### src/rtl/ram_peek_streamer.sv
// Sweeps a contiguous, wrapping word range of a node RAM through its peek port and streams it out.
// Optional running checksum of delivered words when RAM_STREAM_CHECKSUM_EN is defined.
module ram_peek_streamer #(
    parameter int RAM_SIZE   = 1024,
    parameter int FIFO_DEPTH = 2
) (
    input  logic        clk,
    input  logic        rst_n,
    input  logic        start,
    input  logic [31:0] base_addr,
    input  logic [31:0] word_count,
    output logic [31:0] peekAddress,
    input  logic [31:0] peekData,
    output logic        out_valid,
    input  logic        out_ready,
    output logic [31:0] out_data,
    output logic [31:0] out_addr,
    output logic        out_last,
    output logic        busy,
    output logic        done,
    output logic [31:0] checksum
);
    localparam int CW = $clog2(RAM_SIZE) + 1;
    localparam int OW = $clog2(FIFO_DEPTH + 1);

    typedef enum logic [1:0] {IDLE, RUN, DRAIN, FINISH} state_t;
    typedef struct packed {
        logic [31:0] data;
        logic [31:0] addr;
        logic        last;
    } entry_t;

    state_t        state_q, state_d;
    logic [31:0]   cur_addr_q, cur_addr_d;
    logic [CW-1:0] eff_q, eff_d;
    logic [CW-1:0] issued_q, issued_d;
    logic [31:0]   peek_addr_q, peek_addr_d;
    logic          rd_valid_q, rd_valid_d;
    logic          rd_last_q, rd_last_d;
    entry_t        buf_q [FIFO_DEPTH];
    entry_t        buf_d [FIFO_DEPTH];
    logic          vld_q [FIFO_DEPTH];
    logic          vld_d [FIFO_DEPTH];

    logic          pop;
    logic [OW-1:0] occ;
    int            wr_idx;
    logic [CW-1:0] start_eff;
    logic [31:0]   start_addr;
    entry_t        push_entry;

    function automatic logic [31:0] next_addr(input logic [31:0] a);
        return (a == 32'(RAM_SIZE - 1)) ? 32'd0 : a + 32'd1;
    endfunction

    assign pop        = vld_q[0] && out_ready;
    assign start_eff  = (word_count > 32'(RAM_SIZE)) ? CW'(RAM_SIZE) : word_count[CW-1:0];
    assign start_addr = base_addr % 32'(RAM_SIZE);
    assign push_entry = '{data: peekData, addr: peek_addr_q, last: rd_last_q};

    always_comb begin
        occ = '0;
        for (int i = 0; i < FIFO_DEPTH; i++) occ = occ + OW'(vld_q[i]);
        wr_idx = int'(occ) - int'(pop);
    end

    // Issue is counted against the buffer slots that will be free once this cycle's pop lands.
    always_comb begin
        state_d     = state_q;
        cur_addr_d  = cur_addr_q;
        eff_d       = eff_q;
        issued_d    = issued_q;
        peek_addr_d = peek_addr_q;
        rd_valid_d  = 1'b0;
        rd_last_d   = 1'b0;
        case (state_q)
            IDLE: begin
                if (start) begin
                    eff_d = start_eff;
                    if (start_eff == '0) begin
                        state_d = FINISH;
                    end else begin
                        peek_addr_d = start_addr;
                        rd_valid_d  = 1'b1;
                        rd_last_d   = (start_eff == CW'(1));
                        cur_addr_d  = next_addr(start_addr);
                        issued_d    = CW'(1);
                        state_d     = (start_eff == CW'(1)) ? DRAIN : RUN;
                    end
                end
            end
            RUN: begin
                if (int'(occ) + int'(rd_valid_q) - int'(pop) < FIFO_DEPTH) begin
                    peek_addr_d = cur_addr_q;
                    rd_valid_d  = 1'b1;
                    rd_last_d   = (issued_q + CW'(1) == eff_q);
                    cur_addr_d  = next_addr(cur_addr_q);
                    issued_d    = issued_q + CW'(1);
                    if (issued_q + CW'(1) == eff_q) state_d = DRAIN;
                end
            end
            DRAIN: begin
                if (!rd_valid_q && (occ == '0 || (occ == OW'(1) && pop))) state_d = FINISH;
            end
            default: state_d = IDLE;
        endcase
    end

    // Shift-register buffer: entry 0 is the registered stream output.
    for (genvar gi = 0; gi < FIFO_DEPTH; gi++) begin : g_entry
        entry_t nxt;
        logic   nxt_v;
        if (gi < FIFO_DEPTH - 1) begin : g_mid
            assign nxt   = buf_q[gi+1];
            assign nxt_v = vld_q[gi+1];
        end else begin : g_top
            assign nxt   = '0;
            assign nxt_v = 1'b0;
        end
        always_comb begin
            buf_d[gi] = pop ? nxt : buf_q[gi];
            vld_d[gi] = pop ? nxt_v : vld_q[gi];
            if (rd_valid_q && wr_idx == gi) begin
                buf_d[gi] = push_entry;
                vld_d[gi] = 1'b1;
            end
        end
    end

    always_ff @(posedge clk or negedge rst_n) begin
        if (!rst_n) begin
            state_q     <= IDLE;
            cur_addr_q  <= '0;
            eff_q       <= '0;
            issued_q    <= '0;
            peek_addr_q <= '0;
            rd_valid_q  <= 1'b0;
            rd_last_q   <= 1'b0;
            for (int i = 0; i < FIFO_DEPTH; i++) begin
                buf_q[i] <= '0;
                vld_q[i] <= 1'b0;
            end
        end else begin
            state_q     <= state_d;
            cur_addr_q  <= cur_addr_d;
            eff_q       <= eff_d;
            issued_q    <= issued_d;
            peek_addr_q <= peek_addr_d;
            rd_valid_q  <= rd_valid_d;
            rd_last_q   <= rd_last_d;
            for (int i = 0; i < FIFO_DEPTH; i++) begin
                buf_q[i] <= buf_d[i];
                vld_q[i] <= vld_d[i];
            end
        end
    end

    assign peekAddress = peek_addr_q;
    assign out_valid   = vld_q[0];
    assign out_data    = buf_q[0].data;
    assign out_addr    = buf_q[0].addr;
    assign out_last    = buf_q[0].last;
    assign busy        = (state_q != IDLE);
    assign done        = (state_q == FINISH);

`ifdef RAM_STREAM_CHECKSUM_EN
    logic [31:0] csum_q, csum_d;

    always_comb begin
        csum_d = csum_q;
        if (state_q == IDLE && start) csum_d = '0;
        else if (pop)                 csum_d = csum_q + buf_q[0].data;
    end

    always_ff @(posedge clk or negedge rst_n) begin
        if (!rst_n) csum_q <= '0;
        else        csum_q <= csum_d;
    end

    assign checksum = csum_q;
`else
    assign checksum = '0;
`endif
endmodule
### config.mk
export PLATFORM = sky130hd
export DESIGN_NAME = ram_peek_streamer
export DESIGN_NICKNAME = d
export VERILOG_FILES = /design/src/rtl/ram_peek_streamer.sv
export SDC_FILE = /design/constraint.sdc
export NUM_CORES = 1
export LEC_CHECK = 0
export ABC_AREA = 1
export BUFFER_PORTS_ARGS = -buffer_cell sky130_fd_sc_hd__clkbuf_2
export CAP_MARGIN = 20
export CORE_ASPECT_RATIO = 0.6
export CORE_MARGIN = 2
export CORE_UTILIZATION = 55
export CTS_BUF_LIST = sky130_fd_sc_hd__clkbuf_4
export DETAILED_ROUTE_END_ITERATION = 6
export GPL_TIMING_DRIVEN = 0
export PLACE_DENSITY_LB_ADDON = 0.05
export SYNTH_ARGS = -nofsm -noshare
export SYNTH_HDL_FRONTEND = slang
export SYNTH_SLANG_ARGS = --single-unit
export TNS_END_PERCENT = 1
### constraint.sdc
create_clock -name clk -period 4.2 [get_ports clk]
set_input_delay 0.42 -clock clk [delete_from_list [all_inputs] [get_ports clk]]
set_output_delay 0.42 -clock clk [all_outputs]
set_load 0.02 [all_outputs]
==> results of run 1 <==
[layer usage]
layer / wire length (µm) / part of all wire [%] / track usage, %
met1: 17770 / 49 / 51.52
met2: 13730 / 38 / 40.77
met3: 3875 / 11 / 8.704
met4: 601 / 1.7 / 7.548
met5: 0 / 0 / 0
[registers in the layout (all words and copies together), names as in the netlist]
| name | count |
|---|---|
| out_data | 32 |
| cur_addr_q | 32 |
| peekAddress | 32 |
| out_addr | 32 |
| eff_q | 11 |
| issued_q | 11 |
| state_q | 2 |
| rd_last_q | 1 |
| rd_valid_q | 1 |
| out_last | 1 |
| out_valid | 1 |
| g_entry.nxt_v | 1 |
| buf_q | 65 |
[worst max-delay path by stage]
stage	cells after the start	end	slack, ps
after floorplan	15	cur_addr_q[6]	1490
after global placement	1	out_data[7]	-1820
after detailed placement	13	buf_q[62]	580
after CTS	12	buf_q[5]	640
after global routing	12	buf_q[5]	310
final	12	buf_q[62]	480
[through the flow]
| step | area [µm²] | setup WS (ps) | TNS [ps] | cells | total power, mW |
|---|---|---|---|---|---|
| 4_1_cts | 14400 | 640.3 | 0 | 2101 | 4.155 |
| 3_5_place_dp | 13400 | 576.9 | 0 | 1980 | 2.375 |
| 6_report | 14400 | 483.8 | 0 | 2101 | 4.131 |
| 3_3_place_gp | 13340 | -1820 | -396170 | 1978 | 2.367 |
| 2_1_floorplan | 12100 | 1493 | 0 | 1522 | 2.276 |
| 5_1_grt | 14400 | 309.3 | 0 | 2101 | 4.295 |
[final cells by class]
| class | count | area (µm²) | share of cell area (%) |
|---|---|---|---|
| Clock inverter | 15 | 110.1 | 0.7648 |
| Sequential cell | 222 | 5555 | 38.59 |
| Tap cell | 279 | 349.1 | 2.425 |
| Timing Repair Buffer | 215 | 1310 | 9.100 |
| Buffer | 182 | 1090 | 7.570 |
| Clock buffer | 70 | 525.5 | 3.650 |
| Inverter | 136 | 510.5 | 3.546 |
| Multi-Input combinational cell | 982 | 4946 | 34.36 |
[logic make-up after synthesis]
| kind of cell | Yosys count |
|---|---|
| AO/OA/AOI/OAI | 236 |
| flip-flops | 222 |
| XOR/XNOR | 32 |
| AND/OR/NAND/NOR | 667 |
| other | 1 |
| buffers and inverters | 318 |
| adder cells (fa/ha/maj) | 15 |
[tightest hold or removal path, stage by stage]
cell	delay (ps)
clkbuf_2	80
inv_1	70
o21ai_0	90
[where the power goes]
group / total [mW] / internal (mW) / switching [mW] / leakage (nW)
Clock: 1.77 / 0.889 / 0.881 / 0.376
Sequential: 2.16 / 2.15 / 0.00873 / 2.81
Combinational: 0.201 / 0.0857 / 0.115 / 3.94
Total: 4.13 / 3.13 / 1.00 / 7.13
[layout by cell type, fill, tap and decap left out, drive strengths merged, types with 3 or more instances in the layout]
cell	instances
a21oi	5
buf	119
clkbuf	312
clkinv	13
conb	32
dfrtp	222
dlygate4sd3	36
ha	14
inv	136
nand2	287
nand3	242
nand3b	3
nand4	13
nor2	92
nor3	16
nor4	11
o211ai	66
o21ai	160
xnor2	10
xor2	22
==> metrics.md, run 1 <==
| Metric | Value |
|---|---|
| Outcome | finished, violations left |
| Failing checks | DRC |
| Crit path buffers/inverters | 4 |
| Worst endpoint required time | 4790 ps |
| Largest net degree at the start of global routing | 103 |
| R2R setup slack | 480 ps |
| CTS H-tree depth | 2 |
| Largest family of logic cells by synthesized area | simple AND/OR/NAND/NOR gates |
| Hold buffers post-CTS | 36 |
| Die W | 194.6 µm |
| Share of cells above drive strength 1 | 20.97% |
| Post CTS Setup Buffer Count | 0 |
| Syn-to-layout area delta | 20.12% |
| # diodes | 0 |
| CP peak stage delay | 560 ps |
| Layout Skew | 39.97 ps |
| Critical Path Fanout Max | 11 |
| Post-synth top flop | dfrtp_1 |
| Yosys reg bits | 222 |
| Min Hold Slack | 55.81 ps |
| Final WL | 35980 µm |
| Initial Util | 56.57% |
| Worst-margin pin slew | 777.1 ps |
| CP Capture Type | register |
| CP Data Arrival Time | 4310 ps |
| Core Util, Final | 67.95% |
| Family with the most delay on the worst path | buffers and inverters |
| Worst R2R Start | out_valid |
| Post-synth EDFFs | 0 |
| Yosys top cell area share | 46.35% |
| Max frequency | 269.1 MHz |
| Clk buf depth | 3 |
| Detailed-route DRC error count | 13 |
| PostCTS Resize Cnt | 0 |
| Pwr dens | 287.0 nW/µm² |
| Hold Startpoint | peekData[4] |
| # fillers | 1852 |
| Compound-gate portion of the synthesized area | 11.71% |
| Vias per cell | 5.465 |
| CP startpoint | out_valid |
| Hold crit path type | input pin to register |
| R2R cell count | 12 |
| Largest area contributor in the netlist | dfrtp_1 |
| Clock tree root driver cell | clkbuf_4 |
| Startpoint Class | register |
| First-pass GRT wire length | 57680 µm |
| Cell with the largest stage delay on the worst path | clkbuf_1 |
| Starting DRT DRC Count | 1077 |
| Antenna violations before repair | 0 |
| CP cell instances | nand2_1 > inv_1 > clkbuf_1 > ha_1 > ha_1 > nand2_1 > nor2_1 > nand2_1 > clkbuf_1 > clkbuf_1 > nand3_1 > o21ai_0 |
| Count of final hold-check violations | 0 |
| FP Rows | 41 |
| Hold depth | 3 |
| Vias in the first global route | 10610 |
| Clock sink count | 222 |
| Total Die Area | 23030 µm² |
| Slew Viols, Final | 0 |
| Largest cells by area after synthesis | dfrtp_1 (46%), nand3_1 (10%), nand2_1 (9.0%) |
| DRT antenna net count | 0 |
| Kind of critical path | register to register |
| Hold path endpoint | buf_q[37] |
| Post-synth ARST share | 100.0% |
| Detail Placement HPWL | 26330 µm |
| Final Setup Violations | 0 |
| Max-cap viol count | 0 |
| RSZ-0062 raised after global routing | false |
| Final Critical Period | 3716 ps |
| Top-count cell post-synth | nand2_1 |
| Net count, final | 1907 |
| Post-Synthesis Cells | 1491 |
| IO Count | 232 |
| Worst-Skew Late Latency | 690 ps |
| CTS buffer count | 53 |
| Multiplexer share of the synthesized area | 0% |
| Count of cell types in the netlist | 37 |
| Cell area after synthesis | 11990 µm² |
| FF-to-FF End | buf_q[62] |
| Routed via count | 11480 |
| Synth Area in Adders | 1.629% |
| Length of the first detailed-routing pass in iterations | 7 |
| Peak VDD IR | 182.3 µV |
| Leakage | 7.130 nW |
| Routed len/inst | 17.12 µm |
| Syn Area/Cell | 8.038 µm² |
| GRT overflow | 0 |
| TritonCTS clock tree | done |
| PortBufs | 177 |
| Core Box Area | 21190 µm² |
| Final Wtd Congestion | 0.9655 |
| Slew HR | 47.71% |
| Tcrit/Tclk final | 88.48% |
| Syn. warnings | 0 |
| Height of the chip | 118.3 µm |
| Commonest cells in the netlist | nand2_1 (286), nand3_1 (240), dfrtp_1 (222), o21ai_0 (143), inv_1 (134) |
| Clock transition at path regs | 70 ps |
| Total track usage | 31.76% |
| Xor/xnor share of the synthesized area | 2.338% |
| Post-synthesis sequential area ratio | 46.35% |
| Synth Area in Simple Gates | 24.59% |
Power figures use the tool's default switching activity.
==> run 2: changes to the inputs <==
CTS_BUF_LIST = default   (was sky130_fd_sc_hd__clkbuf_4)
==> metrics.md, run 2 (synthesis results as in run 1) <==
| Metric | Value |
|---|---|
| Outcome | finished, violations left |
| Failing checks | DRC |
| R2R setup slack | 560 ps |
| Clock transition at path regs | 70 ps |
| Commonest non-fill, non-tap cell in the layout | nand2_1 |
| Hold Startpoint | peekData[10] |
| PostCTS Resize Cnt | 0 |
| First-pass GRT wire length | 56510 µm |
| Vias per cell | 5.538 |
| Starting DRT DRC Count | 1034 |
| Worst endpoint required time | 4620 ps |
| Clock power share | 45.5% |
| Kind of critical path | register to register |
| Max-cap viol count | 0 |
| Routed len/inst | 17.27 µm |
| Design Area, Final | 14110 µm² |
| Startpoint Class | register |
| CP Data Arrival Time | 4050 ps |
| Hold depth | 3 |
| Core Box Area | 21190 µm² |
| Final WL | 34880 µm |
| CTS buffer count | 21 |
| Sw frac | 22.99% |
| Height of the chip | 118.3 µm |
| TritonCTS clock tree | done |
| Final Critical Period | 3636 ps |
| Sequential share of power | 50.4% |
| Pwr dens | 303.9 nW/µm² |
| CTS H-tree depth | 1 |
| Slew HR | 48.28% |
| Initial Util | 56.57% |
| Routed via count | 11180 |
| Antenna violations before repair | 0 |
| Die W | 194.6 µm |
| Length of the first detailed-routing pass in iterations | 7 |
| GRT overflow | 0 |
| Share of cells above drive strength 1 | 19.66% |
| IO Count | 232 |
| Detailed-route DRC error count | 3 |
| Largest net degree at the start of global routing | 103 |
| Worst-Skew Late Latency | 520 ps |
| DRT antenna net count | 0 |
| Clk buf depth | 3 |
| Final Wtd Congestion | 0.9655 |
| Total track usage | 30.87% |
| # fillers | 1875 |
| FP Rows | 41 |
| Syn-to-layout area delta | 17.69% |
| Hold crit path type | input pin to register |
| FF-to-FF End | buf_q[62] |
| Detail Placement HPWL | 26330 µm |
| Min Hold Slack | 166.5 ps |
| PortBufs | 177 |
| Vias in the first global route | 10220 |
| Count of final hold-check violations | 0 |
| Commonest cells after routing, fill and taps aside | nand2_1 (286), nand3_1 (240), dfrtp_1 (222), clkbuf_2 (176), o21ai_0 (143) |
| Worst R2R Start | out_valid |
| CP Capture Type | register |
| Layout Skew | 24.74 ps |
| Hold path endpoint | buf_q[43] |
| Tcrit/Tclk final | 86.56% |
| Final Setup Violations | 0 |
| Net count, final | 1840 |
| Max frequency | 275.1 MHz |
| Worst-margin pin slew | 768.7 ps |
| Leakage | 6.935 nW |
| Max reg flops | 65 |
| Post CTS Setup Buffer Count | 0 |
| Clock tree root driver cell | clkbuf_16 |
| Critical Path Fanout Max | 11 |
| Clock sink count | 222 |
| Comb power frac | 4.1% |
| R2R cell count | 12 |
| Internal | 3.301 mW |
| Total Die Area | 23030 µm² |
| Largest Register | buf_q |
| Slew Viols, Final | 0 |
| RSZ-0062 raised after global routing | false |
| Peak VDD IR | 256.0 µV |
| Switching power | 985.5 µW |
| Placed inst area | 13400 µm² |
| # diodes | 0 |
| Hold buffers post-CTS | 1 |
## run 2: metal layers
layer | wire, µm | GRT usage, %
met1 | 17450 | 51.95
met2 | 13300 | 39.85
met4 | 475 | 4.712
met5 | 0 | 0
met3 | 3652 | 6.935
## run 2: final cells by class
class / count / area, µm² / share of cell area (%)
Buffer: 182 / 1090 / 7.726
Clock buffer: 30 / 609.3 / 4.320
Clock inverter: 8 / 86.33 / 0.6120
Inverter: 136 / 510.5 / 3.619
Multi-Input combinational cell: 982 / 4946 / 35.06
Sequential cell: 222 / 5555 / 39.38
Tap cell: 279 / 349.1 / 2.475
Timing Repair Buffer: 180 / 959.7 / 6.803
## run 2: power by group through the flow
stage / clock [mW] / combinational (mW) / sequential (mW)
floorplan: 0 / 0.0760 / 2.20
global placement: 0 / 0.164 / 2.20
detailed placement: 0 / 0.174 / 2.20
CTS: 1.97 / 0.175 / 2.16
global route: 2.06 / 0.197 / 2.16
finish: 1.95 / 0.174 / 2.16
## run 2: worst max-delay path by stage
stage | startpoint | endpoint | slack (ps) | depth (start not counted)
floorplan | out_valid | cur_addr_q[6] | 1490 | 15
global placement | rst_n | out_data[7] | -1820 | 1
detailed placement | out_ready | buf_q[62] | 580 | 13
CTS | out_valid | buf_q[1] | 670 | 12
global route | out_valid | buf_q[5] | 300 | 12
finish | out_valid | buf_q[62] | 560 | 12
## run 2: stage by stage
stage / total power, mW / worst slack (ps) / TNS [ps] / util, % / cells
floorplan: 2.276 / 1493 / 0 / - / 1522
global placement: 2.367 / -1820 / -396170 / 62.95 / 1978
detailed placement: 2.375 / 576.9 / 0 / 63.25 / 1980
CTS: 4.305 / 667.2 / 0 / 66.58 / 2019
global route: 4.422 / 303.6 / 0 / 66.58 / 2019
finish: 4.286 / 564.4 / 0 / 66.58 / 2019
## run 2: critical path: stages (launching register included)
cell      delay, ps
dfrtp_1         420
nand2_1         210
inv_1           180
clkbuf_1        500
ha_1            360
ha_1            260
nand2_1          60
nor2_1           50
nand2_1         210
clkbuf_1        490
clkbuf_1        540
nand3_1         160
o21ai_0         110
